### src/rtl/pe_sched_pkg.sv
// Shared constants and types for the PE reducer scheduler.
// Holds widths, lane count, watchdog limit, the FSM state enum and the 3-coordinate address.
package pe_sched_pkg;

    localparam int ADDR_W    = 7;
    localparam int DATA_W    = 16;
    localparam int CNT_W     = 16;
    localparam int LANES     = 3;
    localparam int FINISH_TO = 8;

    typedef enum logic [2:0] {
        S_IDLE,
        S_FILL,
        S_ISSUE,
        S_WAIT,
        S_DONE
    } state_t;

    // Coordinate c0 occupies the least significant bits of a packed address.
    typedef struct packed {
        logic [ADDR_W-1:0] c2;
        logic [ADDR_W-1:0] c1;
        logic [ADDR_W-1:0] c0;
    } addr3_t;

endpackage

### src/rtl/pe_triple_buf.sv
// Three-lane capture buffer feeding the reducer.
// On an early last entry, the remaining lanes get zero data and repeat the last valid address.
module pe_triple_buf
    import pe_sched_pkg::*;
#(
    parameter int ADDR_W = pe_sched_pkg::ADDR_W,
    parameter int DATA_W = pe_sched_pkg::DATA_W
) (
    input  logic                          clk,
    input  logic                          rst,
    input  logic                          wr_en,
    input  logic [1:0]                    slot,
    input  logic                          last,
    input  logic [3*ADDR_W-1:0]           addr,
    input  logic [DATA_W-1:0]             w,
    input  logic [DATA_W-1:0]             ia,
    output logic [LANES*3*ADDR_W-1:0]     lane_addr,
    output logic [LANES*DATA_W-1:0]       lane_w,
    output logic [LANES*DATA_W-1:0]       lane_ia
);

    logic [3*ADDR_W-1:0] addr_q [LANES];
    logic [DATA_W-1:0]   w_q    [LANES];
    logic [DATA_W-1:0]   ia_q   [LANES];

    // Lanes only change on an accepted entry, so they hold steady while the reducer works.
    always_ff @(posedge clk) begin
        if (rst) begin
            for (int i = 0; i < LANES; i++) begin
                addr_q[i] <= '0;
                w_q[i]    <= '0;
                ia_q[i]   <= '0;
            end
        end else if (wr_en) begin
            for (int i = 0; i < LANES; i++) begin
                if (i == int'(slot)) begin
                    addr_q[i] <= addr;
                    w_q[i]    <= w;
                    ia_q[i]   <= ia;
                end else if (last && (i > int'(slot))) begin
                    addr_q[i] <= addr;
                    w_q[i]    <= '0;
                    ia_q[i]   <= '0;
                end
            end
        end
    end

    always_comb begin
        lane_addr = '0;
        lane_w    = '0;
        lane_ia   = '0;
        for (int i = 0; i < LANES; i++) begin
            lane_addr[i*3*ADDR_W +: 3*ADDR_W] = addr_q[i];
            lane_w[i*DATA_W +: DATA_W]        = w_q[i];
            lane_ia[i*DATA_W +: DATA_W]       = ia_q[i];
        end
    end

endmodule

### src/rtl/pe_reducer_sched.sv
// Groups incoming entries into triples and hands each triple to the reducer.
// Optional WAIT watchdog enabled by defining PE_SCHED_TIMEOUT_EN.
module pe_reducer_sched
    import pe_sched_pkg::*;
#(
    parameter int ADDR_W    = pe_sched_pkg::ADDR_W,
    parameter int DATA_W    = pe_sched_pkg::DATA_W,
    parameter int CNT_W     = pe_sched_pkg::CNT_W,
    parameter int FINISH_TO = pe_sched_pkg::FINISH_TO
) (
    input  logic                          i_clk,
    input  logic                          i_rst,
    input  logic                          i_in_valid,
    output logic                          o_in_ready,
    input  logic [3*ADDR_W-1:0]           i_in_addr,
    input  logic [DATA_W-1:0]             i_in_w,
    input  logic [DATA_W-1:0]             i_in_ia,
    input  logic                          i_in_last,
    output logic                          o_pe_start,
    output logic [LANES*3*ADDR_W-1:0]     o_pe_addr,
    output logic [LANES*DATA_W-1:0]       o_pe_w,
    output logic [LANES*DATA_W-1:0]       o_pe_ia,
    input  logic                          i_pe_finish,
    output logic                          o_busy,
    output logic                          o_done,
    output logic [CNT_W-1:0]              o_triple_cnt,
    output logic                          o_err
);

    state_t           state, next_state;
    logic [1:0]       slot_cnt;
    logic [1:0]       wr_slot;
    logic             last_seen;
    logic [CNT_W-1:0] triple_cnt;
    logic             accept;
    logic             finish_eff;

    assign accept       = i_in_valid && o_in_ready;
    assign wr_slot      = (state == S_IDLE) ? 2'd0 : slot_cnt;
    assign o_triple_cnt = triple_cnt;

`ifdef PE_SCHED_TIMEOUT_EN
    localparam int WD_W = $clog2(FINISH_TO + 1);

    logic [WD_W-1:0] wd_cnt;
    logic            timeout;
    logic            err_q;

    assign timeout    = (state == S_WAIT) && (wd_cnt == WD_W'(FINISH_TO - 1));
    assign finish_eff = i_pe_finish || timeout;
    assign o_err      = err_q;

    // A timeout counts as a finish, so a silent reducer cannot stall the frame.
    always_ff @(posedge i_clk) begin
        if (i_rst) begin
            wd_cnt <= '0;
            err_q  <= 1'b0;
        end else begin
            wd_cnt <= (state == S_WAIT) ? wd_cnt + 1'b1 : '0;
            if (timeout && !i_pe_finish)
                err_q <= 1'b1;
        end
    end
`else
    assign finish_eff = i_pe_finish;
    assign o_err      = 1'b0;
`endif

    always_ff @(posedge i_clk) begin
        if (i_rst)
            state <= S_IDLE;
        else
            state <= next_state;
    end

    always_comb begin
        next_state = state;
        o_in_ready = 1'b0;
        o_pe_start = 1'b0;
        o_done     = 1'b0;
        o_busy     = 1'b1;
        case (state)
            S_IDLE: begin
                o_busy     = 1'b0;
                o_in_ready = 1'b1;
                if (i_in_valid)
                    next_state = i_in_last ? S_ISSUE : S_FILL;
            end
            S_FILL: begin
                o_in_ready = 1'b1;
                if (i_in_valid && (slot_cnt == 2'd2 || i_in_last))
                    next_state = S_ISSUE;
            end
            S_ISSUE: begin
                o_pe_start = 1'b1;
                next_state = S_WAIT;
            end
            S_WAIT: begin
                if (finish_eff)
                    next_state = last_seen ? S_DONE : S_FILL;
            end
            S_DONE: begin
                o_done     = 1'b1;
                next_state = S_IDLE;
            end
            default: next_state = S_IDLE;
        endcase
    end

    // The triple count survives DONE and IDLE; only the next frame's first accept clears it.
    always_ff @(posedge i_clk) begin
        if (i_rst) begin
            slot_cnt   <= 2'd0;
            last_seen  <= 1'b0;
            triple_cnt <= '0;
        end else begin
            case (state)
                S_IDLE: begin
                    if (accept) begin
                        slot_cnt   <= 2'd1;
                        last_seen  <= i_in_last;
                        triple_cnt <= '0;
                    end
                end
                S_FILL: begin
                    if (accept) begin
                        slot_cnt  <= slot_cnt + 2'd1;
                        last_seen <= i_in_last;
                    end
                end
                S_ISSUE: triple_cnt <= triple_cnt + 1'b1;
                S_WAIT: begin
                    if (finish_eff)
                        slot_cnt <= 2'd0;
                end
                default: ;
            endcase
        end
    end

    pe_triple_buf #(
        .ADDR_W (ADDR_W),
        .DATA_W (DATA_W)
    ) u_buf (
        .clk       (i_clk),
        .rst       (i_rst),
        .wr_en     (accept),
        .slot      (wr_slot),
        .last      (i_in_last),
        .addr      (i_in_addr),
        .w         (i_in_w),
        .ia        (i_in_ia),
        .lane_addr (o_pe_addr),
        .lane_w    (o_pe_w),
        .lane_ia   (o_pe_ia)
    );

endmodule

### config.mk
export PLATFORM = sky130hd
export DESIGN_NAME = pe_reducer_sched
export DESIGN_NICKNAME = d
export VERILOG_FILES = /design/src/rtl/pe_sched_pkg.sv /design/src/rtl/pe_triple_buf.sv /design/src/rtl/pe_reducer_sched.sv
export SDC_FILE = /design/constraint.sdc
export NUM_CORES = 1
export LEC_CHECK = 0
export CORE_MARGIN = 4
export CORE_UTILIZATION = 41
export CTS_CLUSTER_DIAMETER = 60
export CTS_CLUSTER_SIZE = 40
export DETAILED_ROUTE_END_ITERATION = 16
export MAX_ROUTING_LAYER = met4
export PLACE_DENSITY = 0.8
export SLEW_MARGIN = 25
export SYNTH_ARGS = -nofsm -noshare
export SYNTH_HDL_FRONTEND = slang
export SYNTH_SLANG_ARGS = --single-unit
### constraint.sdc
create_clock -name i_clk -period 6.5 [get_ports i_clk]
set_clock_uncertainty 0.05 [all_clocks]
set_input_delay 1.3 -clock i_clk [delete_from_list [all_inputs] [get_ports i_clk]]
set_output_delay 1.3 -clock i_clk [all_outputs]
set_load 0.01 [all_outputs]
Word level (Yosys, flattened, before mapping)
Memories as Yosys holds them, arrays and structs flattened.
Index checks and enable logic that the tools add are counted.
{ "totals": {"ramBits": 159, "output_inout_bits": 180, "wordCells": 108, "register_bits": 22, "mem_count": 3} }
{ "memory_table": {"columns": ["name", "words", "word_bits", "rd", "rd_ports_with_merged_regs", "write_ports", "line_no", "rtl"], "rows": [
  ["u_buf.addr_q", 3, 21, 3, 0, 3, "pe_triple_buf.sv:22", "logic [3*ADDR_W-1:0] addr_q [LANES];"],
  ["u_buf.ia_q", 3, 16, 3, 0, 3, "pe_triple_buf.sv:24", "logic [DATA_W-1:0] ia_q [LANES];"],
  ["u_buf.w_q", 3, 16, 3, 0, 3, "pe_triple_buf.sv:23", "logic [DATA_W-1:0] w_q [LANES];"]
]} }
{ "classes": {"eq_ne": 12, "n_lt_le_gt_ge": 2, "add_sub_neg": 2, "bitwise": 15, "mux": 56, "reduce_logical": 14} }
{ "op_table": {"columns": ["operator", "n"], "rows": [
  ["16-bit 2-to-1 mux", 11],
  ["21-bit 2-to-1 mux", 5],
  ["16-bit one-hot mux with 2 select lines", 1],
  ["1-bit 2-to-1 mux", 28],
  ["16-bit by 1-bit adder with 16-bit output, second input constant", 1],
  ["1-bit bitwise OR", 15],
  ["3-bit 2-to-1 mux", 4],
  ["3-bit one-hot mux with 4 select lines", 1],
  ["2-bit 2-to-1 mux", 5],
  ["2-bit != test, second input constant", 5],
  ["3-bit by 2-bit == test with 1-bit output, second input constant", 2],
  ["2-bit one-hot mux with 3 select lines", 1],
  ["2-bit == test, first input constant", 2],
  ["1-bit logical AND", 4],
  ["2-bit AND reduction", 2],
  ["4-bit AND reduction", 1],
  ["3-bit by 1-bit == test with 1-bit output, second input constant", 1],
  ["3-bit == test, second input constant", 1],
  ["3-bit zero test", 1],
  ["3-bit AND reduction", 1],
  ["3-bit nonzero test", 1],
  ["2-bit by 1-bit adder with 2-bit output, second input constant", 1],
  ["2-bit == test, second input constant", 1],
  ["1-bit by 2-bit greater-than comparator with 1-bit output, first input constant", 1],
  ["other kinds (5)", 5]
]} }

Logic depth before layout (Yosys ltp)
Gate-level depths: netlist (run 1).
{ "logic_depth": {"word_depth": 10, "depth_mapped": 7} }

Modules after synthesis
Synthesis (run 1) repeated with hierarchy kept, for this count alone.
{ "unflattened": {"hier_cells": 486, "area_unflattened_um2": 6910.4} }
{ "by_module_without_submodules": {"columns": ["mod", "cells_each", "area_per_inst_um2", "n_inst", "seq_area_each_um2"], "rows": [
  ["pe_triple_buf", 334, 5689.2, 1, 4454.3],
  ["pe_reducer_sched", 152, 1221.2, 1, 440.4]
]} }

Least setup slack after synthesis (run 1)
No wires, ideal clock.
{ "synth_path": {"path_type": "input port to flip-flop", "start": "in i_in_valid", "end": "mem u_buf.addr_q[1][0] in the netlist's numbering (enable)", "stages": 2, "arrival_time_ps": 5704, "setup_time_ps": 543, "path_slack_ps": 204, "required_ps": 5907, "path_cell_list": "or3b_1 > o31ai_1"} }
{ "synth_lines": {"columns": ["item", "line_no", "rtl"], "rows": [
  ["start, declared", "pe_reducer_sched.sv:13", "input logic i_in_valid,"],
  ["end, declared", "pe_triple_buf.sv:22", null]
]} }

Worst setup path in the final report (run 1)
{ "layout_path": {"start": "reg state[1]", "end": "out o_pe_start"} }
{ "layout_between": {"elab_chain_cells": 2} }
{ "layout_rtl": {"columns": ["item", "line_no", "rtl"], "rows": [
  ["start, declared", "pe_reducer_sched.sv:30", "state_t state, next_state;"],
  ["start signal, assigned", "pe_reducer_sched.sv:73", "state <= next_state;"],
  ["3-bit by 2-bit == test with 1-bit output", "pe_reducer_sched.sv:82", "case (state)"],
  ["1-bit 2-to-1 mux", "pe_reducer_sched.sv:82", null],
  ["end, declared", "pe_reducer_sched.sv:19", "output logic o_pe_start,"]
]} }
Every way passes these cells.

==> results of run 1 <==
-- metal layers --
| metal | share of wire (%) | vias to the layer above |
|---|---|---|
| met5 | 0 | - |
| met4 | 4.4 | 0 |
| met3 | 7.8 | 43 |
| met2 | 50 | 222 |
| met1 | 38 | 2348 |
| li1 | - | 2315 |
-- stage by stage --
stage	power, mW	instance area [µm²]	hold WS, ps	cells
after global routing	2.82	10000	445	974
after detailed placement	1.69	9410	422	941
after floorplan	1.48	6850	387	512
after CTS	2.74	10000	434	973
after global placement	1.68	9410	412	941
final	2.73	10000	430	975
-- Yosys cell counts, types with 3 or more instances --
cell | count | area (µm²)
clkbuf_1 | 20 | 75.1
inv_1 | 6 | 22.5
nand3b_1 | 3 | 22.5
and4_1 | 5 | 43.8
nand3_1 | 5 | 25.0
nand2_1 | 13 | 48.8
dfxtp_1 | 54 | 1080
mux2_1 | 4 | 45.0
and3_1 | 4 | 25.0
edfxtp_1 | 127 | 3810
a22oi_1 | 33 | 248
a21oi_1 | 16 | 80.1
nor2_1 | 46 | 173
nor3_1 | 4 | 20.0
buf_2 | 8 | 40.0
and2_1 | 110 | 688
nand4_1 | 6 | 37.5
o21ai_1 | 9 | 45.0
-- area by class of cell --
type	instances	area (µm²)
Fill cell	1250	6430
Sequential cell	181	4890
Timing Repair Buffer	240	2390
Multi-Input combinational cell	293	1820
Clock buffer	17	425
Tap cell	220	275
Clock inverter	15	200
Inverter	7	27.5
Antenna cell	2	5.00
-- cell usage in the layout, fill, tap and decap left out, types with 2 or more instances in the layout --
master | synthesis | routed
clkdlybuf4s50_1 | 0 | 235
edfxtp_1 | 127 | 127
and2_1 | 110 | 110
dfxtp_1 | 54 | 54
nor2_1 | 46 | 46
a22oi_1 | 33 | 33
clkbuf_16 | 0 | 17
a21oi_1 | 16 | 16
nand2_1 | 13 | 12
o21ai_1 | 9 | 9
inv_1 | 6 | 6
nand4_1 | 6 | 6
nand3_1 | 5 | 5
and4_1 | 5 | 5
inv_6 | 0 | 5
inv_8 | 0 | 5
mux2_1 | 4 | 4
nor3_1 | 4 | 4
buf_4 | 1 | 4
nand3b_1 | 3 | 3
and3_1 | 4 | 3
diode_2 | 0 | 2
or3b_1 | 2 | 2
or3_1 | 2 | 2
nand2b_1 | 2 | 2
a311oi_1 | 2 | 2
nand4b_1 | 2 | 2
o21ai_0 | 2 | 2
ha_1 | 2 | 2
clkinv_8 | 0 | 2
bufinv_16 | 0 | 2
-- registers in the layout, summed over array words and instances (netlist names) --
| name | cells |
|---|---|
| last_seen | 1 |
| o_triple_cnt | 16 |
| slot_cnt | 2 |
| state | 3 |
| u_buf.addr_q | 63 |
| u_buf.ia_q | 48 |
| u_buf.w_q | 48 |
-- power by group --
group          leakage [nW]  internal [mW]  switching (mW)  total [mW]
registers              1.79           1.31          0.0283        1.34
clock network         0.305          0.592           0.475        1.07
logic                  1.57          0.164           0.153       0.317
-- kinds of logic (layout without fill, tap and decap cells) --
group	after synthesis	in the layout	synth area share, %
AOI/OAI and AO/OA	77	77	7.72
adders and majority gates	2	2	0.365
buffers and inverters	38	279	2.41
DFF	181	181	71.4
muxes	4	4	0.657
other	1	3	0.0547
and+or+nand+nor	209	209	17.4
-- worst max-delay path, stage by stage (launching register included) --
cell and delay [ps]:
dfxtp_1 640, or3b_1 580, clkinv_2 220, clkdlybuf4s50_1 570
-- worst min path at each step --
stage                           startpoint                endpoint  depth (start not counted)
global placement    last_seen$_SDFFE_PP0P_  last_seen$_SDFFE_PP0P_                          2
detailed placement  last_seen$_SDFFE_PP0P_  last_seen$_SDFFE_PP0P_                          2
floorplan           last_seen$_SDFFE_PP0P_  last_seen$_SDFFE_PP0P_                          2
CTS                 last_seen$_SDFFE_PP0P_  last_seen$_SDFFE_PP0P_                          2
finish              last_seen$_SDFFE_PP0P_  last_seen$_SDFFE_PP0P_                          2
global route        last_seen$_SDFFE_PP0P_  last_seen$_SDFFE_PP0P_                          2
==> qor.txt, run 1 <==
Die Span Y: 137 µm
Final GP Congestion: 0.862
total overflow reported by the global router: 0
Setup Buffers After CTS: 0
HP Class: reg2reg
Max clock buf depth: 2
Hold Buf Count CTS: 0
DRC viols: 0
CTS tree: done
Die Width: 137 µm
GR peak layer: met2
first-pass GRT wire length: 26800 µm
H-tree depth: 4
I/O Buffers: 236
r2r endpoint: u_buf.addr_q[2][15]$_DFFE_PP_
Avg WL per Cell: 18.8 µm
grt met3 use: 5.66%
clk sinks: 181
max-cap viol count: 0
setup_tns: 0 ps
outcome: complete, no violations
final-report setup violation count: 0
largest net degree at the start of global routing: 75
crit path capture type: output port
final worst slack: 2720 ps
iteration count of the initial detailed-routing pass: 4
VDD IR-drop max: 0.000173 V
starting density of the core: 41.6%
# IOs: 238
Crit Path Max Fanout: 16
GRT met1 Usage: 21.9%
vias in the first global route: 4730
RSZ-0062 raised after global routing: false
Leak: 3.67 nW
worst skew pair latency: 420 ps
Util after Layout: 61.0%
reg2reg start: state[1]$_SDFFE_PP0P_
core area: 0.0165 mm²
row count: 47
DR iter-0 viols: 364
met2 usage: 32.3%
Worst Setup SP: state[1]$_SDFFE_PP0P_
clk slew on worst S/H paths: 70 ps
Synth cell types: 50
FMAX: 265 MHz
drt total wl: 18300 µm
startpoint types: flop
total die area: 0.0188 mm²
dpl ws: 2620 ps
initial antenna violation count: 1
CTS-repair resized insts: 0
WP data arrival: 2430 ps
Final Hold Fails: 0
Post-synth EDFFs: 127
post-route clock period utilization: 58.1%
Final Max Tran Viols: 0
vias post-DR: 4928
slew at the pin closest to its max-slew limit: 982 ps
R2R Setup Slk: 4000 ps
post-synthesis net count: 572
Setup crit end: o_pe_start
ys flop type: edfxtp_1
Worst EP required: 5150 ps
async set-reset flop share out of synthesis: 0%
Layout area overhead: 46.5%
Tmin final: 3780 ps
fraction of layout cells with a size suffix above 1: 5.98%
slew margin rel.: 34.5%
NumNets Final: 800
YS warnings: 0
worst setup path category: reg2out
Via density: 5.05
HPWL Detailed: 13400 µm
cells after synthesis: 512
R2R cell count: 4
Total GRT Usage: 19.6%
Num CTS Buffers: 17
#FFs+latches synth: 181
register area share after synthesis: 71.4%
ANT nets after route: 0
PwrDens: 271 mW/mm²
mapped cell area: 0.00685 mm²
CTS Root Cell: clkbuf_16
synthesized area per cell: 13.4 µm²
(Power assumes the default switching activity.)
==> run 2: changes to the inputs <==
- CORE_UTILIZATION: 41 -> 45
- PLACE_DENSITY: 0.8 -> 0.83
- clock period: 6.5 -> 3.72 ns (I/O delays scaled with it)
==> run 2 against run 1 <==
Compared with the run above:
- utilization grew 6.8 points
- critical path depth unchanged
- critical path type unchanged
- largest cell class unchanged
- total power up 68%
- via count grew 2.0%
- non-clock buffer count rose by 4
- global-route usage rose by 1.9 points
- cell count shrank 3.6%
==> qor.txt, run 2 (synthesis results as in run 1) <==
first-pass GRT wire length: 28400 µm (+5.9%)
Num CTS Buffers: 17 (unchanged)
core area: 0.0147 mm² (-11%)
Via density: 5.35 (+5.8%)
vias in the first global route: 4884 (+3.3%)
slew at the pin closest to its max-slew limit: 606 ps (-376 ps)
RSZ-0062 raised after global routing: false
CTS-repair resized insts: 0 (unchanged)
register bank with the most flops: u_buf.addr_q
ANT nets after route: 0 (unchanged)
worst setup path category: reg2out
VDD IR-drop max: 0.000288 V (+67%)
post-route clock period utilization: 85.6%
grt met3 use: 5.62% (-0.042 points)
Hold Buf Count CTS: 0 (unchanged)
Tmin final: 3180 ps
Setup Buffers After CTS: 0 (unchanged)
HP Class: reg2reg
Max clock buf depth: 2 (unchanged)
biggest regs: u_buf.addr_q (63), u_buf.ia_q (48), u_buf.w_q (48)
commonest non-fill, non-tap cell in the layout: clkdlybuf4s50_1
GR peak layer: met2
WP data arrival: 2390 ps (-40 ps)
fraction of layout cells with a size suffix above 1: 5.82% (-0.16 points)
clk slew on worst S/H paths: 70 ps (about the same)
Worst EP required: 2930 ps (-2220 ps)
outcome: complete, no violations
total die area: 0.0173 mm² (-8.4%)
met2 usage: 36.3% (+4.0 points)
vias post-DR: 5027 (+2.0%)
DRC viols: 0 (unchanged)
WHS: 435 ps (+4.68 ps)
PwrDens: 458 mW/mm² (+69%)
Total GRT Usage: 21.4% (+1.9 points)
CTS Root Cell: clkbuf_16
setup_tns: 0 ps (unchanged)
HPWL Detailed: 12500 µm (-6.4%)
worst skew pair latency: 420 ps (about the same)
initial antenna violation count: 0 (-1)
# IOs: 238 (unchanged)
starting density of the core: 46.6% (+5.0 points)
H-tree depth: 4 (unchanged)
row count: 44 (-6.4%)
Largest register FFs: 63 (unchanged)
max-cap viol count: 0 (unchanged)
Diodes inserted: 0 (-2)
Final Max Tran Viols: 0 (unchanged)
Leak: 3.66 nW (-0.21%)
fill count: 1027 (-18%)
Layout area overhead: 45.4%
Crit Path Max Fanout: 16 (unchanged)
Final Hold Fails: 0 (unchanged)
clk sinks: 181 (unchanged)
Die Width: 131 µm (-4.3%)
NumNets Final: 804 (+0.50%)
DR iter-0 viols: 366 (+0.55%)
FMAX: 314 MHz
startpoint types: flop
CTS tree: done
Avg WL per Cell: 19.5 µm (+3.9%)
Inst Count DP: 909 (-3.4%)
Final GP Congestion: 0.938 (+8.8%)
I/O Buffers: 236 (unchanged)
GRT met1 Usage: 25.1% (+3.2 points)
drt total wl: 18400 µm (+0.16%)
final-report setup violation count: 0 (unchanged)
crit path capture type: output port
final worst slack: 535 ps (-2190 ps)
largest net degree at the start of global routing: 55 (-27%)
slew margin rel.: 59.6% (+25 points)
iteration count of the initial detailed-routing pass: 5 (+1)
most frequent cells in the layout: clkdlybuf4s50_1 (235), edfxtp_1 (127), and2_1 (110), dfxtp_1 (54), nor2_1 (46)
Die Span Y: 131 µm (-4.3%)
total overflow reported by the global router: 0 (unchanged)
dpl ws: 742 ps (-1880 ps)
Cell Count, Final, Fillers Out: 940 (-3.6%)
[run 2: cell count changes in the layout (fill, tap and decap cells not counted)]
cell       before  now
and3_2          0    1
and3_4          1    0
buf_12          0    3
buf_4           4    5
bufinv_16       2    1
clkbuf_1        0    1
clkinv_1        0    3
clkinv_2        1    4
clkinv_4        0    2
clkinv_8        2    0
diode_2         2    0
inv_6           5    3
inv_8           5    0
[run 2: through the flow]
step                      cell area (µm²)  util (%)  power (mW)
after detailed placement             9430      64.1        2.96
final                                9960      67.8        4.57
after global routing                 9960      67.8        4.73
after global placement               9430      64.1        2.94
after CTS                            9960      67.8        4.60
after floorplan                      6870         -        2.58
[run 2: path summary, 6_finish.rpt]
path	startpoint	end	slack, ps	depth (start not counted)
setup / recovery	state[1]$_SDFFE_PP0P_	o_pe_start	540	3
hold / removal	last_seen$_SDFFE_PP0P_	last_seen$_SDFFE_PP0P_	430	2
setup reg to reg	state[1]$_SDFFE_PP0P_	u_buf.w_q[1][11]$_SDFFCE_PP0P_	1470	5
hold reg to reg	last_seen$_SDFFE_PP0P_	last_seen$_SDFFE_PP0P_	430	2
[run 2: cell type report]
cell class / instances / area, µm² / area share [%]
sequential: 181 / 4890 / 49.1
timing repair buffer: 244 / 2450 / 24.6
multi-input combinational: 293 / 1820 / 18.3
clock buffer: 18 / 429 / 4.31
tap: 184 / 230 / 2.31
clock inverter: 13 / 108 / 1.08
inverter: 7 / 27.5 / 0.276
[run 2: report_power, final]
part           internal [mW]  total, mW  switching, mW
Sequential              2.29       2.34         0.0500
Clock                  0.915       1.65          0.738
Combinational          0.296      0.568          0.272
Total                   3.51       4.57           1.06
[run 2: routing by layer]
layer	routed length (µm)	vias to the layer above
met5	0	-
met4	427	0
met3	1230	34
met2	9390	250
met1	7330	2432
li1	-	2311
[run 2: worst max-delay path: stages (launching register included)]
cell and delay, ps:
dfxtp_1 620, or3b_1 560, clkinv_2 220, clkdlybuf4s50_1 570
